<file path="config.mk">
export PLATFORM = sky130hd
export DESIGN_NAME = alu_exec_unit_flat
export DESIGN_NICKNAME = d
export VERILOG_FILES = /design/src/rtl/alu_exec_if.sv /design/src/rtl/alu_exec_unit.sv /design/src/flat_wrapper.sv
export SDC_FILE = /design/constraint.sdc
export NUM_CORES = 1
export LEC_CHECK = 0
export ABC_AREA = 1
export ABC_CLOCK_PERIOD_IN_PS = 800
export BUFFER_PORTS_ARGS = -buffer_cell sky130_fd_sc_hd__buf_2
export CAP_MARGIN = 20
export CORE_ASPECT_RATIO = 0.5
export CORE_UTILIZATION = 50
export CTS_CLUSTER_DIAMETER = 200
export CTS_CLUSTER_SIZE = 14
export DETAILED_ROUTE_END_ITERATION = 6
export GPL_TIMING_DRIVEN = 1
export PLACE_DENSITY = 0.77
export SLEW_MARGIN = 20
export SYNTH_ARGS = -nofsm -noshare
export SYNTH_HDL_FRONTEND = slang
export SYNTH_SLANG_ARGS = --single-unit
export TNS_END_PERCENT = 100
</file>
<file path="constraint.sdc">
create_clock -name clk -period 0.8 [get_ports clk]
set_input_delay 0.16 -clock clk [delete_from_list [all_inputs] [get_ports clk]]
set_output_delay 0.16 -clock clk [all_outputs]
set_load 0.01 [all_outputs]
</file>
<file path="src/rtl/alu_exec_if.sv">
// Operand/result bundle of the execute-stage ALU.
// The master drives operands and decode fields; the slave returns the registered results.
interface alu_exec_if;
    logic [1:0]  alu_op;
    logic [2:0]  funct3;
    logic [6:0]  funct7;
    logic [31:0] data0;
    logic [31:0] data1;
    logic [31:0] pc_i;
    logic [31:0] imm_i;
    logic [3:0]  alu_ctrl;
    logic [31:0] result;
    logic [63:0] mul_res;
    logic        zero_flag;
    logic        branch;
    logic [31:0] target_o;

    modport master (
        output alu_op, funct3, funct7, data0, data1, pc_i, imm_i,
        input  alu_ctrl, result, mul_res, zero_flag, branch, target_o
    );

    modport slave (
        input  alu_op, funct3, funct7, data0, data1, pc_i, imm_i,
        output alu_ctrl, result, mul_res, zero_flag, branch, target_o
    );
endinterface

</file>
<file path="src/rtl/alu_exec_unit.sv">
// Execute-stage ALU with decode, multiply, branch compare and PC+imm adder; outputs registered.
// Define ALU_MUL_EN to build the multiplier; otherwise multiply encodings decode to NOP.
module alu_exec_unit (
    input  logic        clk,
    input  logic        reset,
    alu_exec_if.slave   bus
);

    typedef enum logic [3:0] {
        CTRL_AND    = 4'b0000,
        CTRL_OR     = 4'b0001,
        CTRL_ADD    = 4'b0010,
        CTRL_XOR    = 4'b0011,
        CTRL_SLL    = 4'b0100,
        CTRL_SRL    = 4'b0101,
        CTRL_SUB    = 4'b0110,
        CTRL_SRA    = 4'b0111,
        CTRL_SLT    = 4'b1000,
        CTRL_SLTU   = 4'b1001,
        CTRL_MUL    = 4'b1010,
        CTRL_MULH   = 4'b1011,
        CTRL_MULHSU = 4'b1100,
        CTRL_MULHU  = 4'b1101,
        CTRL_BRANCH = 4'b1110,
        CTRL_NOP    = 4'b1111
    } alu_ctrl_e;

    alu_ctrl_e   ctrl_d;
    logic [31:0] result_d;
    logic [63:0] mul_d;
    logic        branch_d;
    logic [31:0] sum;
    logic [31:0] diff;
    logic [4:0]  shamt;
    logic        lt_signed;
    logic        lt_unsigned;

    // Base integer decode shared by R-type (funct7 0) and I-type ALU ops.
    function automatic alu_ctrl_e base_decode(input logic [2:0] f3);
        case (f3)
            3'b000:  base_decode = CTRL_ADD;
            3'b001:  base_decode = CTRL_SLL;
            3'b010:  base_decode = CTRL_SLT;
            3'b011:  base_decode = CTRL_SLTU;
            3'b100:  base_decode = CTRL_XOR;
            3'b101:  base_decode = CTRL_SRL;
            3'b110:  base_decode = CTRL_OR;
            default: base_decode = CTRL_AND;
        endcase
    endfunction

    always_comb begin
        ctrl_d = CTRL_NOP;
        case (bus.alu_op)
            2'b00: ctrl_d = CTRL_ADD;
            2'b01: ctrl_d = CTRL_BRANCH;
            2'b10: begin
                case (bus.funct7)
                    7'b0000000: ctrl_d = base_decode(bus.funct3);
                    7'b0100000: begin
                        if (bus.funct3 == 3'b000)      ctrl_d = CTRL_SUB;
                        else if (bus.funct3 == 3'b101) ctrl_d = CTRL_SRA;
                        else                           ctrl_d = CTRL_NOP;
                    end
`ifdef ALU_MUL_EN
                    7'b0000001: begin
                        case (bus.funct3)
                            3'b000:  ctrl_d = CTRL_MUL;
                            3'b001:  ctrl_d = CTRL_MULH;
                            3'b010:  ctrl_d = CTRL_MULHSU;
                            3'b011:  ctrl_d = CTRL_MULHU;
                            default: ctrl_d = CTRL_NOP;
                        endcase
                    end
`endif
                    default: ctrl_d = CTRL_NOP;
                endcase
            end
            default: begin
                // I-type: no SUBI, and funct7[5] picks the arithmetic right shift.
                if (bus.funct3 == 3'b101 && bus.funct7[5]) ctrl_d = CTRL_SRA;
                else                                       ctrl_d = base_decode(bus.funct3);
            end
        endcase
    end

    assign sum         = bus.data0 + bus.data1;
    assign diff        = bus.data0 - bus.data1;
    assign shamt       = bus.data1[4:0];
    assign lt_signed   = $signed(bus.data0) < $signed(bus.data1);
    assign lt_unsigned = bus.data0 < bus.data1;

`ifdef ALU_MUL_EN
    logic        mul_sign_a;
    logic        mul_sign_b;
    logic [63:0] mul_a;
    logic [63:0] mul_b;
    logic [63:0] product;

    // Sign-extending to 64 bits makes one unsigned multiply serve all four signedness modes.
    assign mul_sign_a = (ctrl_d == CTRL_MUL) || (ctrl_d == CTRL_MULH) || (ctrl_d == CTRL_MULHSU);
    assign mul_sign_b = (ctrl_d == CTRL_MUL) || (ctrl_d == CTRL_MULH);
    assign mul_a      = {{32{mul_sign_a & bus.data0[31]}}, bus.data0};
    assign mul_b      = {{32{mul_sign_b & bus.data1[31]}}, bus.data1};
    assign product    = mul_a * mul_b;
`endif

    always_comb begin
        result_d = '0;
        mul_d    = '0;
        branch_d = 1'b0;
        case (ctrl_d)
            CTRL_AND:  result_d = bus.data0 & bus.data1;
            CTRL_OR:   result_d = bus.data0 | bus.data1;
            CTRL_ADD:  result_d = sum;
            CTRL_XOR:  result_d = bus.data0 ^ bus.data1;
            CTRL_SLL:  result_d = bus.data0 << shamt;
            CTRL_SRL:  result_d = bus.data0 >> shamt;
            CTRL_SUB:  result_d = diff;
            CTRL_SRA:  result_d = $unsigned($signed(bus.data0) >>> shamt);
            CTRL_SLT:  result_d = {31'b0, lt_signed};
            CTRL_SLTU: result_d = {31'b0, lt_unsigned};
`ifdef ALU_MUL_EN
            CTRL_MUL: begin
                result_d = product[31:0];
                mul_d    = product;
            end
            CTRL_MULH, CTRL_MULHSU, CTRL_MULHU: begin
                result_d = product[63:32];
                mul_d    = product;
            end
`endif
            CTRL_BRANCH: begin
                result_d = diff;
                case (bus.funct3)
                    3'b000:  branch_d = (bus.data0 == bus.data1);
                    3'b001:  branch_d = (bus.data0 != bus.data1);
                    3'b100:  branch_d = lt_signed;
                    3'b101:  branch_d = !lt_signed;
                    3'b110:  branch_d = lt_unsigned;
                    3'b111:  branch_d = !lt_unsigned;
                    default: branch_d = 1'b0;
                endcase
            end
            default: result_d = '0;
        endcase
    end

    always_ff @(posedge clk or negedge reset) begin
        if (!reset) begin
            bus.alu_ctrl  <= 4'b0000;
            bus.result    <= '0;
            bus.mul_res   <= '0;
            bus.zero_flag <= 1'b0;
            bus.branch    <= 1'b0;
            bus.target_o  <= '0;
        end else begin
            bus.alu_ctrl  <= ctrl_d;
            bus.result    <= result_d;
            bus.mul_res   <= mul_d;
            bus.zero_flag <= (result_d == 32'd0);
            bus.branch    <= branch_d;
            bus.target_o  <= bus.pc_i + bus.imm_i;
        end
    end

endmodule

</file>
<file path="src/flat_wrapper.sv">
// flat-port wrapper written by rule: the top's interface ports become plain ports
module alu_exec_unit_flat 
  (clk, reset, bus_alu_op, bus_funct3, bus_funct7, bus_data0, bus_data1, bus_pc_i, bus_imm_i, bus_alu_ctrl, bus_result, bus_mul_res, bus_zero_flag, bus_branch, bus_target_o);
  alu_exec_if bus_i ();
  input  logic clk;
  input  logic reset;
  input wire logic [$bits(bus_i.alu_op)-1:0] bus_alu_op;
  input wire logic [$bits(bus_i.funct3)-1:0] bus_funct3;
  input wire logic [$bits(bus_i.funct7)-1:0] bus_funct7;
  input wire logic [$bits(bus_i.data0)-1:0] bus_data0;
  input wire logic [$bits(bus_i.data1)-1:0] bus_data1;
  input wire logic [$bits(bus_i.pc_i)-1:0] bus_pc_i;
  input wire logic [$bits(bus_i.imm_i)-1:0] bus_imm_i;
  output wire logic [$bits(bus_i.alu_ctrl)-1:0] bus_alu_ctrl;
  output wire logic [$bits(bus_i.result)-1:0] bus_result;
  output wire logic [$bits(bus_i.mul_res)-1:0] bus_mul_res;
  output wire logic [$bits(bus_i.zero_flag)-1:0] bus_zero_flag;
  output wire logic [$bits(bus_i.branch)-1:0] bus_branch;
  output wire logic [$bits(bus_i.target_o)-1:0] bus_target_o;
  assign bus_i.alu_op = bus_alu_op;
  assign bus_i.funct3 = bus_funct3;
  assign bus_i.funct7 = bus_funct7;
  assign bus_i.data0 = bus_data0;
  assign bus_i.data1 = bus_data1;
  assign bus_i.pc_i = bus_pc_i;
  assign bus_i.imm_i = bus_imm_i;
  assign bus_alu_ctrl = bus_i.alu_ctrl;
  assign bus_result = bus_i.result;
  assign bus_mul_res = bus_i.mul_res;
  assign bus_zero_flag = bus_i.zero_flag;
  assign bus_branch = bus_i.branch;
  assign bus_target_o = bus_i.target_o;
  alu_exec_unit u_core (.clk(clk), .reset(reset), .bus(bus_i));
endmodule
</file>
==> flow_summary.ini, run 1 <==
[grt]
overflow = 386
grt_max_degree = 71
grt_usage_pct = 90.05

[logic_synthesis]
synth_top_area_share_pct = 22.41
netlist_area_um2 = 14950
yosysWarnings = 0
ys_seq_area_share_pct = 11.71
synth_area_leaders = nand2_1, nand3_1, dfrtp_1, ha_1, inv_1
synth-edff-count = 0
synth_cell_types = 44
async_reset_ff_share_pct = 100.0
synth_mux_area_share_pct = 0
synth_xor_area_share_pct = 2.577
synth-compound-area-share_pct = 10.28
syn_inst = 2776
synth_top_family_by_area = simple AND/OR/NAND/NOR gates
synth-simple-area-share_pct = 48.64
yosysTopAreaCell = nand2_1
synthAdderAreaFrac_pct = 11.11
yosys_register_bits = 70
avgSynthCellArea_um2 = 5.387
synthFlopType = dfrtp_1

[timing]
worstEndpointGrtRepair = u_core.bus.zero_flag$_DFF_PN0_/D
worst-ep-kind = register input

[clock_tree]
root_buffer = clkbuf_16
cts_max_level = 3
cts_buffer_depth = 2
cts_num_sinks = 70
cts_buffers = 9

[floorplan]
fp.dieW_um = 246.6
num_io_pins = 276
start_util_pct = 51.25
num_rows = 44
die_h_um = 124.3

[status]
status = did not finish
lastStage = global routing
stop_error = [ERROR GRT-0232] Routing congestion too high. Check the congestion heatmap in the GUI.

[place]
place_hpwl_um = 64100
gp_congestion = 1.141
numPortBuffers = 211
cells in the mapped netlist (2+ instances only):
| cell | count |
|---|---|
| nand2_1 | 893 |
| nand3_1 | 449 |
| inv_1 | 339 |
| nor2_1 | 282 |
| ha_1 | 128 |
| a21oi_1 | 117 |
| o21ai_0 | 112 |
| dfrtp_1 | 70 |
| buf_4 | 69 |
| buf_2 | 47 |
| clkbuf_1 | 39 |
| nand4_1 | 34 |
| xor2_1 | 30 |
| nor3_1 | 21 |
| buf_1 | 15 |
| xnor2_1 | 14 |
| o21ai_1 | 13 |
| o21bai_1 | 13 |
| a31oi_1 | 11 |
| inv_2 | 8 |
| nand3b_1 | 8 |
| a21o_1 | 7 |
| buf_6 | 7 |
| nand2_2 | 7 |
| and2_1 | 6 |
| a21boi_0 | 5 |
| nor2_2 | 5 |
| nand2_4 | 4 |
| fa_1 | 3 |
| nand3_2 | 3 |
| nor2_4 | 2 |
| nor3b_1 | 2 |
| o21a_1 | 2 |
metal layers:
metal	overflow	track usage, %
met5	0	60.29
met4	101	84.31
met3	36	84.49
met2	223	99.44
met1	26	90.45
cells by family after synthesis:
family,after synthesis
adders and majority gates,131
AOI/OAI and AO/OA,287
and+or+nand+nor,1718
DFF,70
buffers and inverters,525
xor gates and xnor gates,44
other,1
repair_timing:
item                                   4_1_cts
endpoints found under the hold margin       70
gates resized for setup                    503
pin swaps                                  158
gates cloned                                 7
hold buffers                                 1
setup endpoints to repair                  132
buffers inserted                            72
stage by stage:
step                setup WS, ns  std cells  area [um2]
floorplan                 -1.422       2839       15830
detailed placement        -2.297       3895       21210
global placement          -2.221       3895       21210
CTS                       -1.311       3978       23980
==> run 2, diff against run 1 <==
--- a/config.mk
+++ b/config.mk
@@ -6,16 +6,13 @@
 export NUM_CORES = 1
 export LEC_CHECK = 0
 export ABC_AREA = 1
-export ABC_CLOCK_PERIOD_IN_PS = 800
+export ABC_CLOCK_PERIOD_IN_PS = 1000
 export BUFFER_PORTS_ARGS = -buffer_cell sky130_fd_sc_hd__buf_2
 export CAP_MARGIN = 20
-export CORE_ASPECT_RATIO = 0.5
-export CORE_UTILIZATION = 50
-export CTS_CLUSTER_DIAMETER = 200
-export CTS_CLUSTER_SIZE = 14
+export CORE_UTILIZATION = 35
 export DETAILED_ROUTE_END_ITERATION = 6
 export GPL_TIMING_DRIVEN = 1
-export PLACE_DENSITY = 0.77
+export PLACE_DENSITY_LB_ADDON = 0.15
 export SLEW_MARGIN = 20
 export SYNTH_ARGS = -nofsm -noshare
 export SYNTH_HDL_FRONTEND = slang
==> constraint.sdc (replaced) <==
create_clock -name clk -period 1 [get_ports clk]
set_input_delay 0.2 -clock clk [delete_from_list [all_inputs] [get_ports clk]]
set_output_delay 0.2 -clock clk [all_outputs]
set_load 0.01 [all_outputs]
==> run 2 against run 1 <==
The flow now finishes, with violations (setup timing); area after synthesis did not move; synthesized cell count did not move.
==> flow_summary.ini, run 2 <==
[final_layout]
num_antenna_cells = 0
utilization_pct = 63.21
fillers = 3978
seq_area_um2 = 1752
multi_input_area_um2 = 14480
final_net_count = 3940
instances_no_fill = 4210
layout_common_cells = nand2_1, buf_4, nand3_1
top_regs = u_core.bus.result: 32 flops, u_core.bus.target_o: 32 flops, u_core.bus.alu_ctrl: 4 flops
final_cell_area_um2 = 26570
layout_commonest_cell = nand2_1
post_route_cells_drive_above_1_share_pct = 47.62
syn2layout_area_growth_pct = 77.70

[power_and_ir_drop]
ir_drop_v = 0.0007316
powerDensity_nw_per_um2 = 917.6
p_seq_share_pct = 14.8
p_total_mw = 24.38
power_frac_clock_pct = 14.8
switching_power_mw = 11.30
p_leak_nw = 14.11
combPwrFrac_pct = 70.5
p_int_mw = 13.09
p_sw_share_pct = 46.32

[floorplan]
start_util_pct = 35.57
num_rows = 75
num_io_pins = 276
fp.dieW_um = 208.7
die_h_um = 208.7
coreArea_um2 = 42040
dieArea_um2 = 43560

[grt]
use_met1_pct = 50.56
grt_usage_pct = 40.27
grt_pass1_wl_um = 130900
use_met3_pct = 5.395
antenna_found_initial = 1
grt_pass1_vias = 21503
met2_usage_pct = 66.40
grt_max_degree = 49
grt_busiest_layer = met2
overflow = 0

[worst_setup_path]
startpoint_type = input port
critPathMaxFanout = 16
cp_slowest_cell = nor2_2
required_ns = 1.30
worstSetupPathType = in -> reg
end_kind = flop
cp.arrival_ns = 2.56
slowest_delay_ns = 0.16
critPathTopFamily = simple AND/OR/NAND/NOR gates
path_cells = buf_12 > buf_8 > buf_12 > nor2_4 > inv_1 > nand3_1 > nand3_1 > nand3_1 > buf_6 > nand2_1 > nand2_1 > nand3_1 > nand2_2 > inv_1 > nor2_1 > nand2_2 > nor2_2 > nand2_2 > nor2_2 > nand2_2 > nor2_2
critPathLaunch = bus_data1[0]
cp_num_buf_inv = 6

[clock_tree]
cts_buffer_depth = 2
cts_buffers = 9
cts_tree = yes
cts_max_level = 3
cts_num_sinks = 70
root_buffer = clkbuf_16
clk_pin_slew_ns = 0.06

[logic_synthesis]
syn_inst = 2776
synth_common_cells = nand2_1, nand3_1, inv_1
ys_seq_area_share_pct = 11.71
netlist_area_um2 = 14950
yosysWarnings = 0
async_reset_ff_share_pct = 100.0
synth-edff-count = 0
yosysTopAreaCell = nand2_1
post-synth-top-count-cell = nand2_1
synthFlopType = dfrtp_1
avgSynthCellArea_um2 = 5.387
synth_cell_types = 44
yosys_register_bits = 70
synth_area_leaders = nand2_1, nand3_1, dfrtp_1, ha_1, inv_1
synth_top_area_share_pct = 22.41

[timing]
period_share_pct = 226.5
hold_viol_final = 0
setup_violations = 131
fin_hold_ws_ns = 0.04932
layout_min_cycle_time_ns = 2.265
drv_slew = 0
fmax_ghz = 0.4416
fin_ws_ns = -1.265
finalSetupTns_ns = -50.84
rsz0062_at_grt = true

[drt]
drt_iter0_drc = 2054
drc_errors = 0
ant_nets = 0
viasPerCell = 5.343
wirelength_um = 91180
dr.pass1.iters = 6
wl_per_cell_um = 21.66
dr_total_vias = 22496

[place]
numPortBuffers = 211
placed_area_um2 = 21910
place_hpwl_um = 73690
dp_cells = 4101
gp_congestion = 1.103
place_ws_ns = -2.097

[status]
status = finished, violations left
violations = setup timing

[job]
max_cap_violations = 0

[worst_hold_path]
hold_start = bus_imm_i[0]
hold_path_class = in -> reg
## run 2: worst paths after layout
check | to | slack [ns] | cells past startpoint
min in group asynchronous | u_core.bus.target_o[16] | 0.37 | 3
max in group asynchronous | u_core.bus.target_o[3] | 0.36 | 3
hold / removal | u_core.bus.target_o[0] | 0.05 | 2
setup / recovery | u_core.bus.zero_flag | -1.26 | 21
## run 2: power groups by stage
stage / logic [mW] / registers (mW) / clock network (mW)
3_3_place_gp: 13.3 / 3.59 / 0
6_report: 17.2 / 3.60 / 3.60
3_5_place_dp: 13.3 / 3.60 / 0
2_1_floorplan: 6.11 / 3.90 / 0
5_1_grt: 18.1 / 3.64 / 3.77
4_1_cts: 15.4 / 3.59 / 3.64
## run 2: cell type report
type | instances | area share, %
tap | 539 | 2.538
multi-input combinational | 2244 | 54.48
timing repair buffer | 994 | 29.90
clock inverter | 6 | 0.3296
inverter | 348 | 5.320
clock buffer | 9 | 0.8475
sequential | 70 | 6.592
## run 2: cell families (layout without fill, tap and decap cells)
logic type | Yosys count | after routing | synth area share (%)
AND/OR/NAND/NOR | 1718 | 1718 | 48.64
buffers and inverters | 525 | 1357 | 15.65
AO/OA/AOI/OAI | 287 | 287 | 10.28
adder cells (fa/ha/maj) | 131 | 131 | 11.11
flip-flops | 70 | 70 | 11.71
XOR/XNOR | 44 | 44 | 2.577
other | 1 | 64 | 0.02508
## run 2: layer usage
metal / wire length [um] / share of wire, % / vias up
met5: 0 / 0 / -
met4: 5999 / 6.6 / 0
met3: 7538 / 8.3 / 257
met2: 41730 / 46 / 1083
met1: 35900 / 39 / 10639
li1: - / - / 10517
## run 2: timing repair
action                                  CTS  global route
buffers inserted                         58            50
gates resized for setup                 644           352
hold endpoints to repair                 70             0
pin swaps                               177           176
gates cloned                              2             2
hold buffers                              1             0
endpoints found under the setup margin  130           132
Power figures use the tool's default switching activity.
==> run 3, diff against run 2 <==
--- a/config.mk
+++ b/config.mk
@@ -6,9 +6,9 @@
 export NUM_CORES = 1
 export LEC_CHECK = 0
 export ABC_AREA = 1
-export ABC_CLOCK_PERIOD_IN_PS = 1000
 export BUFFER_PORTS_ARGS = -buffer_cell sky130_fd_sc_hd__buf_2
 export CAP_MARGIN = 20
+export CORE_ASPECT_RATIO = 1.1
 export CORE_UTILIZATION = 35
 export DETAILED_ROUTE_END_ITERATION = 6
 export GPL_TIMING_DRIVEN = 1
==> run 3 against run 2 <==
Highest routed layer unchanged; clock power rose by 1%; non-clock buffer count fell by 23; combinational power barely moved; sequential power barely moved; critical path depth fell by 1; final cell count rose by 0.19%; worst hold slack improved by 0.041 ns; maximum frequency fell by 0.76%; routed wire length fell by 2.2%; count of clock-buffer cells in the layout rose by 3; flip-flop and latch count did not move; core utilization fell by 1.5 points; the flow still finishes with violations (setup timing).
==> flow_summary.ini, run 3 (synthesized netlist as in run 2, its figures left out) <==
[grt]
grt_usage_pct = 39.74
grt_pass1_wl_um = 127000
grt_pass1_vias = 21254
grt_max_degree = 60
antenna_found_initial = 1
overflow = 0

[final_layout]
fillers = 4224
post_route_cells_drive_above_1_share_pct = 45.27
layout_commonest_cell = nand2_1
utilization_pct = 61.68
instances_no_fill = 4218
seq_area_um2 = 1752
layout_common_cells = nand2_1, buf_4, nand3_1
final_net_count = 3917
top_regs = u_core.bus.result: 32 flops, u_core.bus.target_o: 32 flops, u_core.bus.alu_ctrl: 4 flops
syn2layout_area_growth_pct = 74.08
multi_input_area_um2 = 14040

[clock_tree]
cts_buffer_depth = 2
root_buffer = clkbuf_16
cts_tree = yes
cts_max_level = 3
cts_num_sinks = 70
clk_pin_slew_ns = 0.06
cts_buffers = 9

[power_and_ir_drop]
powerDensity_nw_per_um2 = 928.2
p_leak_nw = 13.81
ir_drop_v = 0.001002

[drt]
ant_nets = 0
viasPerCell = 5.267
dr.pass1.iters = 6
wl_per_cell_um = 21.15
drt_iter0_drc = 1826
dr_total_vias = 22217
drc_errors = 0
wirelength_um = 89210

[floorplan]
start_util_pct = 35.43
num_rows = 79
num_io_pins = 276
fp.dieW_um = 199.1
dieArea_um2 = 43560
die_h_um = 218.8
coreArea_um2 = 42210

[place]
numPortBuffers = 211
dp_cells = 4097
place_hpwl_um = 72540
gp_congestion = 1.063

[job]
max_cap_violations = 0

[timing]
hold_viol_final = 0
layout_min_cycle_time_ns = 2.282
rsz0062_at_grt = true
fmax_ghz = 0.4382
period_share_pct = 228.2
fin_ws_ns = -1.282
finalSetupTns_ns = -49.45
drv_slew = 0
relSlewSlack_pct = 65.87
tightest_slew_ns = 0.5119
setup_violations = 129

[worst_setup_path]
critPathMaxFanout = 5
startpoint_type = input port
worstSetupPathType = in -> reg
cp.arrival_ns = 2.55
required_ns = 1.27
end_kind = flop

[status]
violations = setup timing
status = finished, violations left

[worst_hold_path]
hold_path_class = in -> reg
## run 3: changes by cell type in the layout (fill, tap and decap cells not counted), sizes merged
cell / previous run / this run
buf: 992 / 969
clkbuf: 10 / 13
clkinv: 7 / 1
diode: 0 / 2
clkinvlp: 4 / 5
inv: 341 / 344
## run 3: critical path, stage by stage
cell and delay, ns:
buf_8 0.08, clkinvlp_4 0.17, ha_4 0.44, buf_6 0.13, nand2_4 0.06, nor2_4 0.17, nand2_2 0.08, nor2_2 0.11
nand2_2 0.10, nand3_2 0.08, nand2_1 0.06, nand3_2 0.06, nand2_2 0.09, nor2_2 0.12, nand2_2 0.10, nor2_2 0.13
nand2_1 0.06, nor2_1 0.11, nand2_1 0.09, nor2_1 0.10
## run 3: worst paths after layout
check,startpoint,to,cells after the start
max,bus_data0[23],u_core.bus.zero_flag,20
min,bus_imm_i[0],u_core.bus.target_o[0],2
max in group asynchronous,reset,u_core.bus.alu_ctrl[1],3
min in group asynchronous,reset,u_core.bus.target_o[16],3
## run 3: repair_timing
action,in CTS,in global routing
gates cloned,2,0
buffers inserted,76,34
hold buffers,1,0
pin swaps,158,115
setup endpoints to repair,130,131
resized for setup,669,245
endpoints found under the hold margin,70,0
## run 3: layout make-up
cell class / instances / area share [%]
timing repair buffer: 971 / 29.86
clock buffer: 12 / 1.024
clock inverter: 4 / 0.2932
antenna: 2 / 0.01923
sequential: 70 / 6.729
multi-input combinational: 2244 / 53.95
inverter: 348 / 5.402
tap: 567 / 2.725
## run 3: metal layers
| metal | wire [um] | vias up | global-route usage [%] |
|---|---|---|---|
| met5 | 0 | - | 0 |
| met1 | 35980 | 10540 | 50.02 |
| li1 | - | 10485 | - |
| met4 | 5117 | 0 | 19.62 |
| met2 | 41310 | 962 | 65.89 |
| met3 | 6802 | 230 | 5.717 |
## run 3: power breakdown
part | total [mW] | switching (mW) | internal, mW
sequential | 3.62 | 0.224 | 3.39
combinational | 16.9 | 9.40 | 7.49
clock | 3.65 | 1.25 | 2.40
## run 3: through the flow
step	hold slack, ns	setup WS (ns)	power (mW)	cell area [um2]
global placement	0.2016	-2.205	16.71	21630
CTS	0.07790	-1.161	22.85	24900
floorplan	-0.09559	-1.262	10.01	15830
finish	0.08992	-1.282	24.16	26030
detailed placement	0.2036	-2.186	16.76	21630
global route	0.07671	-1.352	25.36	26030
